===== src/rtl/clock_replacement_controller_pkg.sv =====
// Shared cache replacement definitions: default geometry, controller FSM
// states and the per-set replacement state record.
package clock_replacement_controller_pkg;

    localparam int DEF_ASSOCIATIVITY = 4;
    localparam int DEF_NUM_SETS      = 16;

    typedef enum logic [1:0] {
        ST_IDLE   = 2'd0,
        ST_LOOKUP = 2'd1,
        ST_RESP   = 2'd2
    } ctrl_state_t;

    typedef struct packed {
        logic [DEF_ASSOCIATIVITY-1:0] pointer;
        logic [DEF_ASSOCIATIVITY-1:0] use_bits;
    } set_state_t;

endpackage


===== src/rtl/ClockReplacement.sv =====
// Combinational clock (second-chance) policy: scans from the pointer, clearing
// use bits of passed ways, and evicts the first way with a clear use bit.
module ClockReplacement #(
    parameter int ASSOCIATIVITY = 4
) (
    input  logic [ASSOCIATIVITY-1:0] pointer,
    input  logic [ASSOCIATIVITY-1:0] use_bits,
    output logic [ASSOCIATIVITY-1:0] evicted_block_mask,
    output logic [ASSOCIATIVITY-1:0] clock_use_if_evict
);

    localparam int IDX_W = $clog2(ASSOCIATIVITY);

    logic [IDX_W-1:0]         ptr_idx_s;
    logic [IDX_W-1:0]         idx_s;
    logic                     found_s;
    logic [ASSOCIATIVITY-1:0] mask_s;
    logic [ASSOCIATIVITY-1:0] use_s;

    // Scan ways in clock order; when every way is in use the pointer way is taken.
    always_comb begin
        ptr_idx_s = {IDX_W{1'b0}};
        idx_s     = {IDX_W{1'b0}};
        found_s   = 1'b0;
        mask_s    = {ASSOCIATIVITY{1'b0}};
        use_s     = use_bits;
        for (int i = 0; i < ASSOCIATIVITY; i++) begin
            if (pointer[i]) begin
                ptr_idx_s = IDX_W'(i);
            end else begin
                ptr_idx_s = ptr_idx_s;
            end
        end
        for (int k = 0; k < ASSOCIATIVITY; k++) begin
            idx_s = ptr_idx_s + IDX_W'(k);
            if (found_s) begin
                found_s = 1'b1;
            end else if (use_bits[idx_s]) begin
                use_s[idx_s] = 1'b0;
            end else begin
                mask_s[idx_s] = 1'b1;
                found_s       = 1'b1;
            end
        end
        if (!found_s) begin
            mask_s = pointer;
        end else begin
            mask_s = mask_s;
        end
    end

    assign evicted_block_mask = mask_s;
    assign clock_use_if_evict = use_s | mask_s;

endmodule


===== src/rtl/FindFirstOneFromLsb.sv =====
// Isolates the lowest set bit of a vector as a one-hot mask.
module FindFirstOneFromLsb #(
    parameter int WIDTH = 4
) (
    input  logic [WIDTH-1:0] vec,
    output logic [WIDTH-1:0] first_one,
    output logic             found
);

    assign first_one = vec & (~vec + WIDTH'(1));
    assign found     = |vec;

endmodule


===== src/rtl/replacement_state_array.sv =====
// Per-set clock pointer and use-bit storage with one read port and merged
// hit/commit write ports.
module replacement_state_array #(
    parameter  int ASSOCIATIVITY = 4,
    parameter  int NUM_SETS      = 16,
    localparam int SET_W         = $clog2(NUM_SETS)
) (
    input  logic                     clk,
    input  logic                     rst,
    input  logic [SET_W-1:0]         rd_set,
    output logic [ASSOCIATIVITY-1:0] rd_pointer,
    output logic [ASSOCIATIVITY-1:0] rd_use,
    input  logic                     hit_valid,
    input  logic [SET_W-1:0]         hit_set,
    input  logic [ASSOCIATIVITY-1:0] hit_way,
    input  logic                     commit_valid,
    input  logic [SET_W-1:0]         commit_set,
    input  logic [ASSOCIATIVITY-1:0] commit_pointer,
    input  logic [ASSOCIATIVITY-1:0] commit_use
);

    logic [ASSOCIATIVITY-1:0] pointer_r [NUM_SETS];
    logic [ASSOCIATIVITY-1:0] use_r     [NUM_SETS];

    // A same-cycle hit to the committing set is OR'd over the committed use bits.
    always_ff @(posedge clk) begin
        for (int s = 0; s < NUM_SETS; s++) begin
            if (rst) begin
                pointer_r[s] <= ASSOCIATIVITY'(1);
                use_r[s]     <= {ASSOCIATIVITY{1'b0}};
            end else if (commit_valid && (commit_set == SET_W'(s))) begin
                pointer_r[s] <= commit_pointer;
                use_r[s]     <= commit_use |
                                ((hit_valid && (hit_set == SET_W'(s))) ? hit_way : {ASSOCIATIVITY{1'b0}});
            end else if (hit_valid && (hit_set == SET_W'(s))) begin
                use_r[s] <= use_r[s] | hit_way;
            end else begin
                use_r[s] <= use_r[s];
            end
        end
    end

    assign rd_pointer = pointer_r[rd_set];
    assign rd_use     = use_r[rd_set];

endmodule


===== src/rtl/clock_replacement_controller.sv =====
// Replacement-state manager: records hits, picks victims through a
// request/response handshake and commits the updated clock state on accept.
module clock_replacement_controller
    import clock_replacement_controller_pkg::*;
#(
    parameter  int ASSOCIATIVITY = DEF_ASSOCIATIVITY,
    parameter  int NUM_SETS      = DEF_NUM_SETS,
    localparam int SET_W         = $clog2(NUM_SETS)
) (
    input  logic                     i_clk,
    input  logic                     i_rst,
    input  logic                     i_hit_valid,
    input  logic [SET_W-1:0]         i_hit_set,
    input  logic [ASSOCIATIVITY-1:0] i_hit_way,
    input  logic                     i_victim_req_valid,
    output logic                     o_victim_req_ready,
    input  logic [SET_W-1:0]         i_victim_req_set,
    input  logic [ASSOCIATIVITY-1:0] i_victim_req_way_valid,
    output logic                     o_victim_valid,
    input  logic                     i_victim_ready,
    output logic [SET_W-1:0]         o_victim_set,
    output logic [ASSOCIATIVITY-1:0] o_victim_way,
    output logic                     o_victim_was_invalid
);

    localparam logic [ASSOCIATIVITY-1:0] ZERO_WAYS = {ASSOCIATIVITY{1'b0}};

    ctrl_state_t              state_r;
    logic [SET_W-1:0]         req_set_r;
    logic [ASSOCIATIVITY-1:0] way_valid_r;
    logic [ASSOCIATIVITY-1:0] hit_acc_r;
    logic [ASSOCIATIVITY-1:0] commit_use_r;
    logic [ASSOCIATIVITY-1:0] commit_ptr_r;
    logic                     req_ready_r;
    logic                     victim_valid_r;
    logic [SET_W-1:0]         victim_set_r;
    logic [ASSOCIATIVITY-1:0] victim_way_r;
    logic                     was_invalid_r;

    logic [ASSOCIATIVITY-1:0] rd_pointer_s, rd_use_s, lookup_use_s;
    logic [ASSOCIATIVITY-1:0] clk_mask_s, clk_use_s, first_invalid_s;
    logic                     any_invalid_s, hit_same_set_s, commit_valid_s;
    logic [ASSOCIATIVITY-1:0] victim_s, new_use_s, new_ptr_s;
    logic                     was_invalid_s;

    assign hit_same_set_s = i_hit_valid && (i_hit_set == req_set_r);
    assign lookup_use_s   = rd_use_s | (hit_same_set_s ? i_hit_way : ZERO_WAYS);
    assign commit_valid_s = (state_r == ST_RESP) && i_victim_ready;

    replacement_state_array #(.ASSOCIATIVITY(ASSOCIATIVITY), .NUM_SETS(NUM_SETS)) u_state_array (
        .clk(i_clk), .rst(i_rst),
        .rd_set(req_set_r), .rd_pointer(rd_pointer_s), .rd_use(rd_use_s),
        .hit_valid(i_hit_valid), .hit_set(i_hit_set), .hit_way(i_hit_way),
        .commit_valid(commit_valid_s), .commit_set(req_set_r),
        .commit_pointer(commit_ptr_r), .commit_use(commit_use_r | hit_acc_r)
    );

    ClockReplacement #(.ASSOCIATIVITY(ASSOCIATIVITY)) u_clock (
        .pointer(rd_pointer_s), .use_bits(lookup_use_s),
        .evicted_block_mask(clk_mask_s), .clock_use_if_evict(clk_use_s)
    );

    FindFirstOneFromLsb #(.WIDTH(ASSOCIATIVITY)) u_first_invalid (
        .vec(~way_valid_r), .first_one(first_invalid_s), .found(any_invalid_s)
    );

    // Invalid ways take priority over the clock choice and leave the pointer alone.
    always_comb begin
        victim_s      = clk_mask_s;
        new_use_s     = clk_use_s;
        new_ptr_s     = {clk_mask_s[ASSOCIATIVITY-2:0], clk_mask_s[ASSOCIATIVITY-1]};
        was_invalid_s = 1'b0;
        if (any_invalid_s) begin
            victim_s      = first_invalid_s;
            new_use_s     = lookup_use_s | first_invalid_s;
            new_ptr_s     = rd_pointer_s;
            was_invalid_s = 1'b1;
        end else begin
            was_invalid_s = 1'b0;
        end
    end

    // Request FSM with registered handshake and response outputs.
    always_ff @(posedge i_clk) begin
        if (i_rst) begin
            state_r        <= ST_IDLE;
            req_set_r      <= {SET_W{1'b0}};
            way_valid_r    <= ZERO_WAYS;
            hit_acc_r      <= ZERO_WAYS;
            commit_use_r   <= ZERO_WAYS;
            commit_ptr_r   <= ZERO_WAYS;
            req_ready_r    <= 1'b1;
            victim_valid_r <= 1'b0;
            victim_set_r   <= {SET_W{1'b0}};
            victim_way_r   <= ZERO_WAYS;
            was_invalid_r  <= 1'b0;
        end else begin
            case (state_r)
                ST_IDLE: begin
                    if (i_victim_req_valid) begin
                        req_set_r   <= i_victim_req_set;
                        way_valid_r <= i_victim_req_way_valid;
                        hit_acc_r   <= ZERO_WAYS;
                        req_ready_r <= 1'b0;
                        state_r     <= ST_LOOKUP;
                    end else begin
                        state_r <= ST_IDLE;
                    end
                end
                ST_LOOKUP: begin
                    victim_way_r   <= victim_s;
                    was_invalid_r  <= was_invalid_s;
                    victim_set_r   <= req_set_r;
                    commit_use_r   <= new_use_s;
                    commit_ptr_r   <= new_ptr_s;
                    victim_valid_r <= 1'b1;
                    state_r        <= ST_RESP;
                end
                ST_RESP: begin
                    if (i_victim_ready) begin
                        victim_valid_r <= 1'b0;
                        req_ready_r    <= 1'b1;
                        state_r        <= ST_IDLE;
                    end else if (hit_same_set_s) begin
                        hit_acc_r <= hit_acc_r | i_hit_way;
                    end else begin
                        state_r <= ST_RESP;
                    end
                end
                default: begin
                    victim_valid_r <= 1'b0;
                    req_ready_r    <= 1'b1;
                    state_r        <= ST_IDLE;
                end
            endcase
        end
    end

    assign o_victim_req_ready   = req_ready_r;
    assign o_victim_valid       = victim_valid_r;
    assign o_victim_set         = victim_set_r;
    assign o_victim_way         = victim_way_r;
    assign o_victim_was_invalid = was_invalid_r;

endmodule


===== config.mk =====
export PLATFORM = sky130hd
export DESIGN_NAME = clock_replacement_controller
export DESIGN_NICKNAME = d
export VERILOG_FILES = /design/src/rtl/clock_replacement_controller_pkg.sv /design/src/rtl/ClockReplacement.sv /design/src/rtl/FindFirstOneFromLsb.sv /design/src/rtl/replacement_state_array.sv /design/src/rtl/clock_replacement_controller.sv
export SDC_FILE = /design/constraint.sdc
export NUM_CORES = 1
export LEC_CHECK = 0
export BUFFER_PORTS_ARGS = -buffer_cell sky130_fd_sc_hd__buf_2
export CORE_MARGIN = 2
export CORE_UTILIZATION = 38
export DETAILED_ROUTE_END_ITERATION = 16
export GPL_ROUTABILITY_DRIVEN = 0
export PLACE_DENSITY = 0.54
export SYNTH_ARGS = -nofsm -noshare
export SYNTH_HDL_FRONTEND = slang
export SYNTH_HIERARCHICAL = 1
export SYNTH_SLANG_ARGS = --single-unit

===== constraint.sdc =====
create_clock -name i_clk -period 4.4 [get_ports i_clk]
set_input_delay 1.32 -clock i_clk [delete_from_list [all_inputs] [get_ports i_clk]]
set_output_delay 1.32 -clock i_clk [all_outputs]
set_load 0.02 [all_outputs]

# After elaboration in Yosys (flattened, before gate mapping)
# Memories as Yosys holds them, arrays and structs flattened. A register that Yosys moved wholly into a read port is not among the register bits.
# Cells that the tools add are included.
# classes
addsub	4
order_cmp	8
n_eq_ne	38
mux	320
bitwise	117
n_reduce_logical	47
# ops
op	count
$mux 4	106
$mux 1	198
$or 4x4->4	40
$eq 4x4->1 const B	16
$or 1x1->1	64
$logic_and 1x1->1	38
$eq 4x3->1 const B	8
$not 4->4	6
$and 4x4->4	5
$eq 4x2->1 const B	4
$lt 2x3->1 const B	4
$bmux 1 s2	4
$demux 1 s2	4
$eq 4x1->1 const B	2
$ge 2x1->1 const B	4
$logic_not 4->1	2
$mux 2	4
$ne 2x2->1 const B	4
$pmux 4 s2	1
$pmux 1 s3	2
$pmux 2 s3	1
$add 2x2->2 const B	2
$add 4x1->4 const B	1
$eq 4x4->1	1
other kinds (11)	13
# totals
reg_bits	33
ram_bits	128
input_bits	21
output_inout_bits	11
elab_cells	547
n_memories	2
# mem_list
memory	depth	word_bits	rd	rd_clocked_by_memory_dff	write_ports	line	text
u_state_array.pointer_r	16	4	1	1	16	replacement_state_array.sv:22	logic [ASSOCIATIVITY-1:0] pointer_r [NUM_SETS];
u_state_array.use_r	16	4	17	1	16	replacement_state_array.sv:23	logic [ASSOCIATIVITY-1:0] use_r [NUM_SETS];

# Depth between registers and ports, before layout
# logic_depth
depth_word	21
mapped_depth	16
ltp_nobuf	14

# Modules after synthesis
# Netlist, hierarchy kept.
# modules_own_cells
mod	instances	cells_each	area_per_inst_um2	seq_area_each_um2
replacement_state_array	1	584	6870.3	3843.7
clock_replacement_controller	1	171	1383.8	660.6
ClockReplacement	1	86	603.1	0.0
FindFirstOneFromLsb	1	5	40.0	0.0

# Worst setup path after synthesis
# OpenSTA, ideal clock, no wires.
# synth_timing
path_kind	reg-to-reg
start	register req_set_r[0]
end	register commit_use_r[0]
setup_ns	0.074
t_arrival_ns	3.887
required_time_ns	4.326
path_slack_ns	0.439
path_stages_with_launch	16
path_buffers	2
period_less_slack_ns	3.961
path_cell_list	dfxtp_1 -> buf_2 -> buf_2 -> mux4_2 -> a22oi_1 -> nand2_1 -> and2b_4 -> nor2_1 -> ha_1 -> o2111ai_1 -> nand3_2 -> and4bb_1 -> o32ai_2 -> nor3_1 -> or3_1 -> a31oi_1
# synth_between
elab_chain_cells	19
elab_cells_between_ends	43
cone_classes	eq/ne: 1; mux: 31; bitwise: 10; reduce/logical: 1
# synth_rtl
element	line	text
start: declaration	clock_replacement_controller.sv:29	logic [SET_W-1:0] req_set_r;
start signal: assignment	clock_replacement_controller.sv:87	req_set_r <= {SET_W{1'b0}};
start signal: assignment	clock_replacement_controller.sv:101	req_set_r <= i_victim_req_set;
$eq 4x4->1 *	clock_replacement_controller.sv:46	assign hit_same_set_s = i_hit_valid && (i_hit_set == req_set_r);
$logic_and 1x1->1 *	clock_replacement_controller.sv:46	
$mux 4 *	clock_replacement_controller.sv:47	assign lookup_use_s = rd_use_s | (hit_same_set_s ? i_hit_way : ZERO_WAYS);
$or 4x4->4 *	clock_replacement_controller.sv:47	
$bmux 1 s2	ClockReplacement.sv:38	end else if (use_bits[idx_s]) begin
$mux 1 (not written as such)	ClockReplacement.sv:38	
$mux 4	ClockReplacement.sv:38	
$or 4x4->4 (no source line)	n/a	
[... 4 more ...]	n/a	
$mux 4	ClockReplacement.sv:36	if (found_s) begin
$or 4x4->4 (no source line)	n/a	
$mux 4	ClockReplacement.sv:38	
$mux 4	ClockReplacement.sv:36	
$mux 4	ClockReplacement.sv:45	if (!found_s) begin
$or 4x4->4 *	ClockReplacement.sv:53	assign clock_use_if_evict = use_s | mask_s;
named net clk_use_s[0]	clock_replacement_controller.sv:41	logic [ASSOCIATIVITY-1:0] clk_mask_s, clk_use_s, first_invalid_s;
$mux 4 *	clock_replacement_controller.sv:73	if (any_invalid_s) begin
end signal: assignment	clock_replacement_controller.sv:114	commit_use_r <= new_use_s;
end: declaration	clock_replacement_controller.sv:32	logic [ASSOCIATIVITY-1:0] commit_use_r;
# The timed path passes the listed nets; every way through them passes the cells marked *. The select of a mux whose other input is x is not followed.
# A chain may end at the register's enable or synchronous reset.

# Final worst setup path
# layout_timing
start	register req_set_r[1]
end	register commit_use_r[1]
# The elaborated chain is that of the path after synthesis.

==> flow_metrics.tcl <==
set metrics [dict create \
    run_status "completed" \
    die_w_um 157 \
    synth_edf_count 128 \
    wl_per_cell_um 22.6 \
    grt_max_degree 32 \
    clkPwrFrac_pct 37.1 \
    clock.fmax_ghz 0.239 \
    combPwrFrac_pct 17.7 \
    die_area_sq_um 24700 \
    cts.repair.resized 0 \
    antenna_cells 0 \
    fillers 2161 \
    multi_input_area_sq_um 4040 \
    synth_cell_types 77 \
    synth.area.top_cells "edfxtp_1 (43%), mux4_2 (8.1%), dfxtp_1 (7.4%), nand2_1 (5.4%), a21oi_1 (5.2%)" \
    synth_area_sq_um 8900 \
    cts_buffers 17 \
    yosysMostFrequentCell "edfxtp_1" \
    clock_path_buffers 2 \
    num_rows 55 \
    hold-worst-slack_ps 450 \
    post-cts-setup-buffers 0 \
    cp-endpoint "commit_use_r[1]$_SDFFE_PP0P_" \
    regArea_sq_um 4510 \
    reg2reg_to "commit_use_r[1]$_SDFFE_PP0P_" \
    start_util_pct 39.1 \
    syn_avg_cell_area_sq_um 10.5 \
    ys_warn_count 6 \
    cellInternalPower_mw 2.75 \
    drv_cap 0 \
    fin_area_sq_um 10100 \
    nets 911 \
    io_buffer_count 31 \
    via_per_inst 5.83 \
    synth_top_area_cell "edfxtp_1" \
    ys_ff_latch 161 \
    wl_um 27400 \
    synth.top_cell.area_share_pct 43.2 \
    ys.flop_type "edfxtp_1" \
    setup_tns_ps 0 \
    critPathRequiredTime_ps 4750 \
    ctsHtreeMaxLevel 4 \
    worst_pin_slew_ps 1110 \
    drt_iter0_drc 838 \
    ys_seq_area_share_pct 50.6 \
    die_h_um 157 \
    grt_antenna_before_repair 0 \
    critPathKind "register to register" \
    dp_slack_ps 137 \
    seq_power_share_pct 45.2 \
    p_per_area_nw_per_um2 384 \
    dpl_cell_area_sq_um 9520 \
    grt-ovfl-total 0 \
    cts_hold_buf 0 \
    dpl.hpwl_um 19600 \
    cts.clk_slew.worst_paths_ps 60 \
    r2r-start "req_set_r[1]$_SDFFE_PP0P_" \
    worst_r2r_path_depth 14 \
    drive_gt1_share_pct 19.0 \
    drcViolationCount 0 \
    finalHoldViolCount 0 \
    worstHoldPathType "register to register" \
    io_pins 32 \
    drtPass1Iterations 5 \
    grt_use_total_pct 22.9 \
    fin_crit_ps 4180 \
    grt_pass1_vias 6831 \
    arrival_ps 4530 \
    synth_cells 846 \
    grt_pass1_wl_um 41800 \
    power_leakage_nw 3.50 \
    synthToLayoutAreaGrowth_pct 13.3 \
    skew_ps 12.9 \
    sw_frac_of_total_pct 28.9 \
    r2r_slack_ps 220 \
    ir_drop_mv 0.323 \
    final-max-slew-violation-count 0 \
    coreArea_sq_um 22800 \
    vias 7064 \
    postSynth.asyncResetShare_pct 0 \
    crit_path_end_kind "register" \
    synthTopCellsByCount "edfxtp_1 (128), nand2_1 (127), a21oi_1 (93)" \
    min_delay_path_depth 2 \
    root_buffer "clkbuf_16" \
    path_max_fanout 22 \
    net-switching-power_mw 1.12 \
    timing.final.crit_share_pct 95.1 \
    slew_headroom_pct 24.9 \
    synth_nets 871 \
    fin_ws_ps 215 \
    clk_latency_ps 430 \
    ant_nets 0 \
    setup_viol 0 \
    startpoint_type "register" \
    cts_tree "built" \
    post-route-util_pct 44.3 \
    crit_path_start "req_set_r[1]$_SDFFE_PP0P_" \
    cts.sinks 161 \
    grt_setup_unrepaired "no" \
]
-- per-stage QoR --
stage / power (mW) / instances
after floorplan: 2.23 / 846
after global placement: 2.46 / 1180
after detailed placement: 2.46 / 1180
after CTS: 3.89 / 1212
after global routing: 4.02 / 1212
final: 3.87 / 1212
-- critical path, stage by stage, from the launching register on --
cell and delay, ps:
dfxtp_2 770, mux4_2 410, a22oi_1 300, nand2_1 150
buf_4 210, nor2_1 190, ha_1 310, mux2i_1 150
nor3_1 330, nor2_2 150, a31o_2 270, o32ai_1 310
nor3_1 90, or3_1 320, a31oi_1 140
-- worst min-delay path by stage --
| stage | to | start |
|---|---|---|
| finish | o_victim_set[0]$_SDFFE_PP0P_ | o_victim_set[0]$_SDFFE_PP0P_ |
| global route | hit_acc_r[0]$_SDFFE_PP0P_ | hit_acc_r[0]$_SDFFE_PP0P_ |
| CTS | o_victim_was_invalid$_SDFFE_PP0P_ | o_victim_was_invalid$_SDFFE_PP0P_ |
| detailed placement | o_victim_was_invalid$_SDFFE_PP0P_ | o_victim_was_invalid$_SDFFE_PP0P_ |
| global placement | o_victim_set[3]$_SDFFE_PP0P_ | o_victim_set[3]$_SDFFE_PP0P_ |
| floorplan | hit_acc_r[2]$_SDFFE_PP0P_ | hit_acc_r[2]$_SDFFE_PP0P_ |
-- layer usage --
metal / wire, um / GRT usage, % / vias to the layer above
met5: 0 / 0 / -
met3: 1700 / 3.36 / 39
met1: 12500 / 32.9 / 3477
met4: 633 / 8.18 / 0
li1: - / - / 3255
met2: 12600 / 35.3 / 293
-- flip-flops by register name, indices dropped and copies added, names as in the netlist --
name,count
req_set_r,4
o_victim_was_invalid,1
state_r,2
commit_use_r,4
o_victim_set,4
o_victim_req_ready,1
u_state_array/use_r,64
o_victim_valid,1
o_victim_way,4
u_state_array/pointer_r,64
hit_acc_r,4
way_valid_r,4
commit_ptr_r,4
-- layout make-up --
class / instances / area share (%)
Sequential cell: 161 / 44.7
Multi-Input combinational cell: 608 / 40.1
Timing Repair Buffer: 75 / 4.94
Clock buffer: 18 / 4.26
Tap cell: 313 / 3.88
Clock inverter: 14 / 1.28
Inverter: 23 / 0.856
-- kinds of logic after synthesis --
family                   synth area share (%)
buffers and inverters                    3.95
multiplexers                             9.01
flip-flops                               50.6
XOR/XNOR                                0.394
adder cells (fa/ha/maj)                 0.563
AO/OA/AOI/OAI                            16.2
AND/OR/NAND/NOR                          19.3
-- layout by cell type (no fill, tap or decap), types with 5 or more instances in the layout --
master / synthesis / final
o21ai_0: 50 / 50
or3_1: 20 / 20
nor2_1: 45 / 45
clkbuf_16: 0 / 17
a21oi_1: 93 / 93
buf_2: 8 / 31
inv_1: 21 / 21
mux4_2: 32 / 32
a22oi_1: 16 / 16
nor2b_1: 6 / 6
mux2i_1: 7 / 7
or2_2: 6 / 6
o2bb2ai_1: 16 / 16
nor3_1: 18 / 18
buf_4: 4 / 43
nand3_1: 9 / 9
a31oi_1: 5 / 5
nand2_1: 127 / 127
inv_6: 0 / 5
o211ai_1: 11 / 11
edfxtp_1: 128 / 128
and2_1: 51 / 51
dfxtp_1: 33 / 31
-- power by group through the flow --
| stage | sequential [mW] | clock, mW | combinational [mW] |
|---|---|---|---|
| CTS | 1.75 | 1.46 | 0.675 |
| global placement | 1.78 | 0 | 0.676 |
| floorplan | 1.76 | 0 | 0.466 |
| global route | 1.76 | 1.53 | 0.739 |
| finish | 1.75 | 1.44 | 0.684 |
| detailed placement | 1.78 | 0 | 0.673 |
Power figures use the tool's default switching activity.
